[src/rtl/cpu_param.sv]
// Multi-cycle parameterised core: FETCH -> EXEC -> (MEM) -> FETCH, with a halt state.
// Register file, datapath and data-memory bus are DATA_W wide; PC is always 32 bits.
module cpu_param #(
  parameter int unsigned DATA_W = 8,
  parameter int unsigned REG_AW = 3
) (
  input  logic              CLK,
  input  logic              RESET,
  input  logic [31:0]       INSTRUCTION,
  input  logic              INSTR_BUSYWAIT,
  input  logic              BUSYWAIT,
  output logic [31:0]       PC,
  output logic              READ,
  output logic              WRITE,
  output logic [DATA_W-1:0] ADDRESS,
  output logic [DATA_W-1:0] WRITEDATA,
  input  logic [DATA_W-1:0] READDATA,
  output logic              HALTED
);

  localparam int unsigned NumRegs = 2 ** REG_AW;

  localparam logic [7:0] OpLoadi = 8'h00;
  localparam logic [7:0] OpMov   = 8'h01;
  localparam logic [7:0] OpAdd   = 8'h02;
  localparam logic [7:0] OpSub   = 8'h03;
  localparam logic [7:0] OpAnd   = 8'h04;
  localparam logic [7:0] OpOr    = 8'h05;
  localparam logic [7:0] OpJ     = 8'h06;
  localparam logic [7:0] OpBeq   = 8'h07;
  localparam logic [7:0] OpLwd   = 8'h08;
  localparam logic [7:0] OpLwi   = 8'h09;
  localparam logic [7:0] OpSwd   = 8'h0A;
  localparam logic [7:0] OpSwi   = 8'h0B;
  localparam logic [7:0] OpBne   = 8'h0C;
  localparam logic [7:0] OpHalt  = 8'hFF;

  typedef enum logic [1:0] {StFetch, StExec, StMem, StHalt} state_e;

  state_e              state_q, state_d;
  logic [31:0]         pc_q, pc_d;
  logic [31:0]         ir_q, ir_d;
  logic [DATA_W-1:0]   rf_q [NumRegs];
  logic                rf_we;
  logic [DATA_W-1:0]   rf_wdata;

  logic [7:0]          op;
  logic [REG_AW-1:0]   rd_idx, rs1_idx, rs2_idx;
  logic [DATA_W-1:0]   rd_val, rs1_val, rs2_val, imm_ext, alu_res;
  logic [31:0]         br_off, pc_plus4;
  logic                is_alu, is_load, is_store, br_taken;
  logic                unused_ir;

  assign op       = ir_q[31:24];
  assign rd_idx   = ir_q[16 +: REG_AW];
  assign rs1_idx  = ir_q[8 +: REG_AW];
  assign rs2_idx  = ir_q[0 +: REG_AW];
  assign rd_val   = rf_q[rd_idx];
  assign rs1_val  = rf_q[rs1_idx];
  assign rs2_val  = rf_q[rs2_idx];
  assign imm_ext  = DATA_W'($signed(ir_q[7:0]));
  assign br_off   = {{22{ir_q[23]}}, ir_q[23:16], 2'b00};
  assign pc_plus4 = pc_q + 32'd4;
  assign is_alu   = (op <= OpOr);
  assign is_load  = (op == OpLwd) || (op == OpLwi);
  assign is_store = (op == OpSwd) || (op == OpSwi);
  // Upper bits of the rs1 field are ignored when REG_AW < 8.
  assign unused_ir = ^ir_q[15:8];

  always_comb begin
    alu_res = '0;
    case (op)
      OpLoadi: alu_res = imm_ext;
      OpMov:   alu_res = rs1_val;
      OpAdd:   alu_res = rs1_val + rs2_val;
      OpSub:   alu_res = rs1_val - rs2_val;
      OpAnd:   alu_res = rs1_val & rs2_val;
      OpOr:    alu_res = rs1_val | rs2_val;
      default: alu_res = '0;
    endcase
  end

  always_comb begin
    case (op)
      OpJ:     br_taken = 1'b1;
      OpBeq:   br_taken = (rs1_val == rs2_val);
      OpBne:   br_taken = (rs1_val != rs2_val);
      default: br_taken = 1'b0;
    endcase
  end

  always_ff @(posedge CLK or negedge RESET) begin
    if (!RESET) begin
      state_q <= StFetch;
    end else begin
      state_q <= state_d;
    end
  end

  always_comb begin
    state_d  = state_q;
    pc_d     = pc_q;
    ir_d     = ir_q;
    rf_we    = 1'b0;
    rf_wdata = alu_res;
    unique case (state_q)
      StFetch: begin
        if (!INSTR_BUSYWAIT) begin
          ir_d    = INSTRUCTION;
          state_d = StExec;
        end
      end
      StExec: begin
        if (is_load || is_store) begin
          state_d = StMem;
        end else if (op == OpHalt) begin
          state_d = StHalt;
        end else begin
          // Unknown opcodes fall through here as NOPs: no write, PC+4.
          rf_we   = is_alu;
          pc_d    = br_taken ? pc_plus4 + br_off : pc_plus4;
          state_d = StFetch;
        end
      end
      StMem: begin
        if (!BUSYWAIT) begin
          rf_we    = is_load;
          rf_wdata = READDATA;
          pc_d     = pc_plus4;
          state_d  = StFetch;
        end
      end
      StHalt: begin
        state_d = StHalt;
      end
    endcase
  end

  always_ff @(posedge CLK or negedge RESET) begin
    if (!RESET) begin
      pc_q <= '0;
      ir_q <= '0;
      for (int unsigned i = 0; i < NumRegs; i++) begin
        rf_q[i] <= '0;
      end
    end else begin
      pc_q <= pc_d;
      ir_q <= ir_d;
      if (rf_we) begin
        rf_q[rd_idx] <= rf_wdata;
      end
    end
  end

  // Address and store data come straight from IR and the register file, both frozen in MEM.
  always_comb begin
    PC        = pc_q;
    READ      = (state_q == StMem) && is_load;
    WRITE     = (state_q == StMem) && is_store;
    HALTED    = (state_q == StHalt);
    ADDRESS   = ((op == OpLwd) || (op == OpSwd)) ? rs2_val : imm_ext;
    WRITEDATA = rd_val;
  end

endmodule

[config.mk]
export PLATFORM = sky130hd
export DESIGN_NAME = cpu_param
export DESIGN_NICKNAME = d
export VERILOG_FILES = /design/src/rtl/cpu_param.sv
export SDC_FILE = /design/constraint.sdc
export NUM_CORES = 1
export LEC_CHECK = 0
export BUFFER_PORTS_ARGS = -buffer_cell sky130_fd_sc_hd__buf_2
export CAP_MARGIN = 25
export CORE_MARGIN = 5
export CORE_UTILIZATION = 65
export CTS_CLUSTER_SIZE = 40
export DETAILED_ROUTE_END_ITERATION = 12
export PLACE_DENSITY = 0.95
export SYNTH_ARGS = -nofsm -noshare
export SYNTH_HDL_FRONTEND = slang
export SYNTH_SLANG_ARGS = --single-unit
[constraint.sdc]
create_clock -name CLK -period 7 [get_ports CLK]
set_input_delay 1.4 -clock CLK [delete_from_list [all_inputs] [get_ports CLK]]
set_output_delay 1.4 -clock CLK [all_outputs]
set_load 0.005 [all_outputs]
==> out/results.ini <==
[worst_setup_path]
path_max_fanout = 7
crit_cells = 15
r2r_setup_slack_ps = 1990
crit_slowest_cell = nor4_1
r2r.worst_path.cells = 15
worst-endpoint-required_ps = 7360
path_buf_inv = 0
reg2reg_from = PC[2]
r2r_end = PC[31]
arrival_ps = 5370
startpoint_type = flip-flop
path_cells = ha_1, nand3_1, nor2_1, nand4_1, nor4_1, xor2_1, ha_1, a21o_1, a21oi_1, and2_2, a211oi_2, or4_4, a31o_1, a21oi_2, xor2_1
critPathKind = flip-flop to flip-flop
max_stage_delay_ps = 890
end_kind = flip-flop
path_delay_family = simple AND/OR/NAND/NOR gates

[placement]
gp_congestion = 0.936
place_ws_ps = 2130
io_buffers = 87
place_inst = 1225
dp_hpwl_mm = 19.0

[clock_network]
cts_tree = yes
root_buffer = clkbuf_16
postCtsHoldBufs = 0
cts_made_buffers = 17
ctsResizeCount = 0
h-tree-depth = 4
cts_buffer_depth = 2
cts_setup_buffers = 0
clk_latency_ps = 440
clkSinkCount = 123
clk_pin_slew_ps = 60

[sta]
period_share = 0.716
worstMarginPinSlew_ps = 1070
fin_hold_ws_ps = 466
rsz0062_at_grt = no
hold_viol = 0
slew_violations = 0
tns_ps = 0
clock_skew_ps = 11.3
finalSetupViolCount = 0
fin_crit_ps = 5010
fmax_ghz = 0.200
slew_headroom = 0.290
setup_slack_ps = 1990

[drt]
viasPerCell = 7.39
avgRoutedWirePerCell_um = 25.4
antenna_left = 0
num_vias = 9323
drt_iter0_markers = 1686
first_pass_iters = 8
wl_mm = 32.0
route.detailed.drc = 0

[power]
power_leakage_nw = 5.08
ir_worst_vdd_uv = 259
finalPower_mw = 4.48
p_per_area_mw_per_mm2 = 409

[global_routing]
grt_usage = 0.349
grt-ovfl-total = 0
grt_max_degree = 69
grt_pass1_vias = 9073
antenna_found_initial = 0
grt_pass1_wl_mm = 48.8

[logic_synthesis]
ys_types = 78
synth.avg_cell_area_um2 = 9.78
ys.flop_type = dfrtp_1
ys_ff_latch = 123
async_flop_share = 1.00
ys_seq_area_frac = 0.315
syn-cell-area_mm2 = 0.00978
ys.warnings.count = 0
synth-edff-count = 0
synth_area_leader_cell = dfrtp_1
synth_area_leaders = dfrtp_1 31%, mux2_2 13%, ha_1 8.3%
synthDominantCellAreaShare = 0.315
syn_inst = 1000

[die]
start_util = 0.668
die_w_um = 133
die_y_um = 133
die_area_mm2 = 0.0176
ioPinCount = 95
rows = 44
coreArea_mm2 = 0.0146

[hold_path]
min_path_cells = 1
hold_path.startpoint = PC[31]
hold_path.class = flip-flop to flip-flop
hold_end = PC[31]

[layout]
diodes = 0
area_growth_pct = 12.0
layout.nets = 1176
final_cell_mix = 123 x dfrtp_1, 113 x mux2_2, 86 x buf_2
final_common_cell = dfrtp_1
drive_gt1_frac = 0.279
layout.cells.non_filler = 1261

[outcome]
outcome = finished, final reports clean

[job]
cap_violations = 0

[cell families (layout without fill, tap and decap cells)]
family / Yosys count / count (layout) / share of synthesized area
AO/OA/AOI/OAI: 241 / 241 / 0.154
XOR/XNOR: 59 / 59 / 0.0529
adder cells (fa/ha/maj): 68 / 68 / 0.0893
buffers and inverters: 89 / 165 / 0.0375
flip-flops: 123 / 123 / 0.315
multiplexers: 155 / 155 / 0.219
other: 1 / 2 / 0.000384
AND/OR/NAND/NOR: 264 / 264 / 0.132
[area by class of cell]
cell class                      count  area, µm²
Sequential cell                   123       3080
Fill cell                         902       3690
Clock inverter                     11        118
Inverter                           35        131
Clock buffer                       21        460
Multi-Input combinational cell    789       6350
Tap cell                          184        230
Timing Repair Buffer               98        581
[worst max-delay path by stage]
stage | slack, ps | start | end
2_1_floorplan | 2600 | ir_q[0] | PC[26]
3_3_place_gp | 2240 | ir_q[0] | PC[13]
5_1_grt | 1870 | PC[2] | PC[31]
4_1_cts | 2020 | ir_q[0] | PC[13]
6_report | 1990 | PC[2] | PC[31]
3_5_place_dp | 2130 | ir_q[0] | PC[13]
[per-stage QoR]
step                utilization  cell area, µm²
floorplan                     -            9780
global placement          0.702           10300
detailed placement        0.702           10300
CTS                       0.742           10900
global route              0.748           10900
finish                    0.748           10900
[state kept, by name (all words and copies together) (netlist names)]
name     count
ir_q        27
PC          30
rf_q        64
state_q      2
[cells in the mapped netlist, drive strengths merged (3+ instances only)]
library cell  count
nand2            84
a21oi            86
inv              34
buf              15
o21a              4
a22o              4
nand4             7
a221oi           11
a21o             17
or2               5
nand2b            5
nand3            31
mux2            114
nor3b             5
nor3             14
mux2i             5
a31oi            13
xor2             25
a211oi            4
nor2b             9
dfrtp           123
xnor2            34
ha               65
and3             15
mux4             36
o22ai             7
clkbuf           39
o21ai            60
nor4              5
o21bai            7
fa                3
a221o             4
and2              8
nor2             64
a22oi             8
o31ai             4
[report_power, final]
group          leakage (nW)  internal (mW)  total (mW)  switching (mW)
Clock                 0.283          0.541       0.895           0.354
Sequential             1.62          0.856        1.19           0.339
Combinational          3.18           1.01        2.39            1.38
Total                  5.08           2.41        4.48            2.07
[metal layers]
layer	global-route usage	vias to the layer above	wire (µm)
met4	0.196	0	2460
li1	-	3792	-
met1	0.431	4338	10900
met2	0.543	925	14400
met3	0.110	268	4190
met5	0	-	0
(Power assumes the default switching activity.)
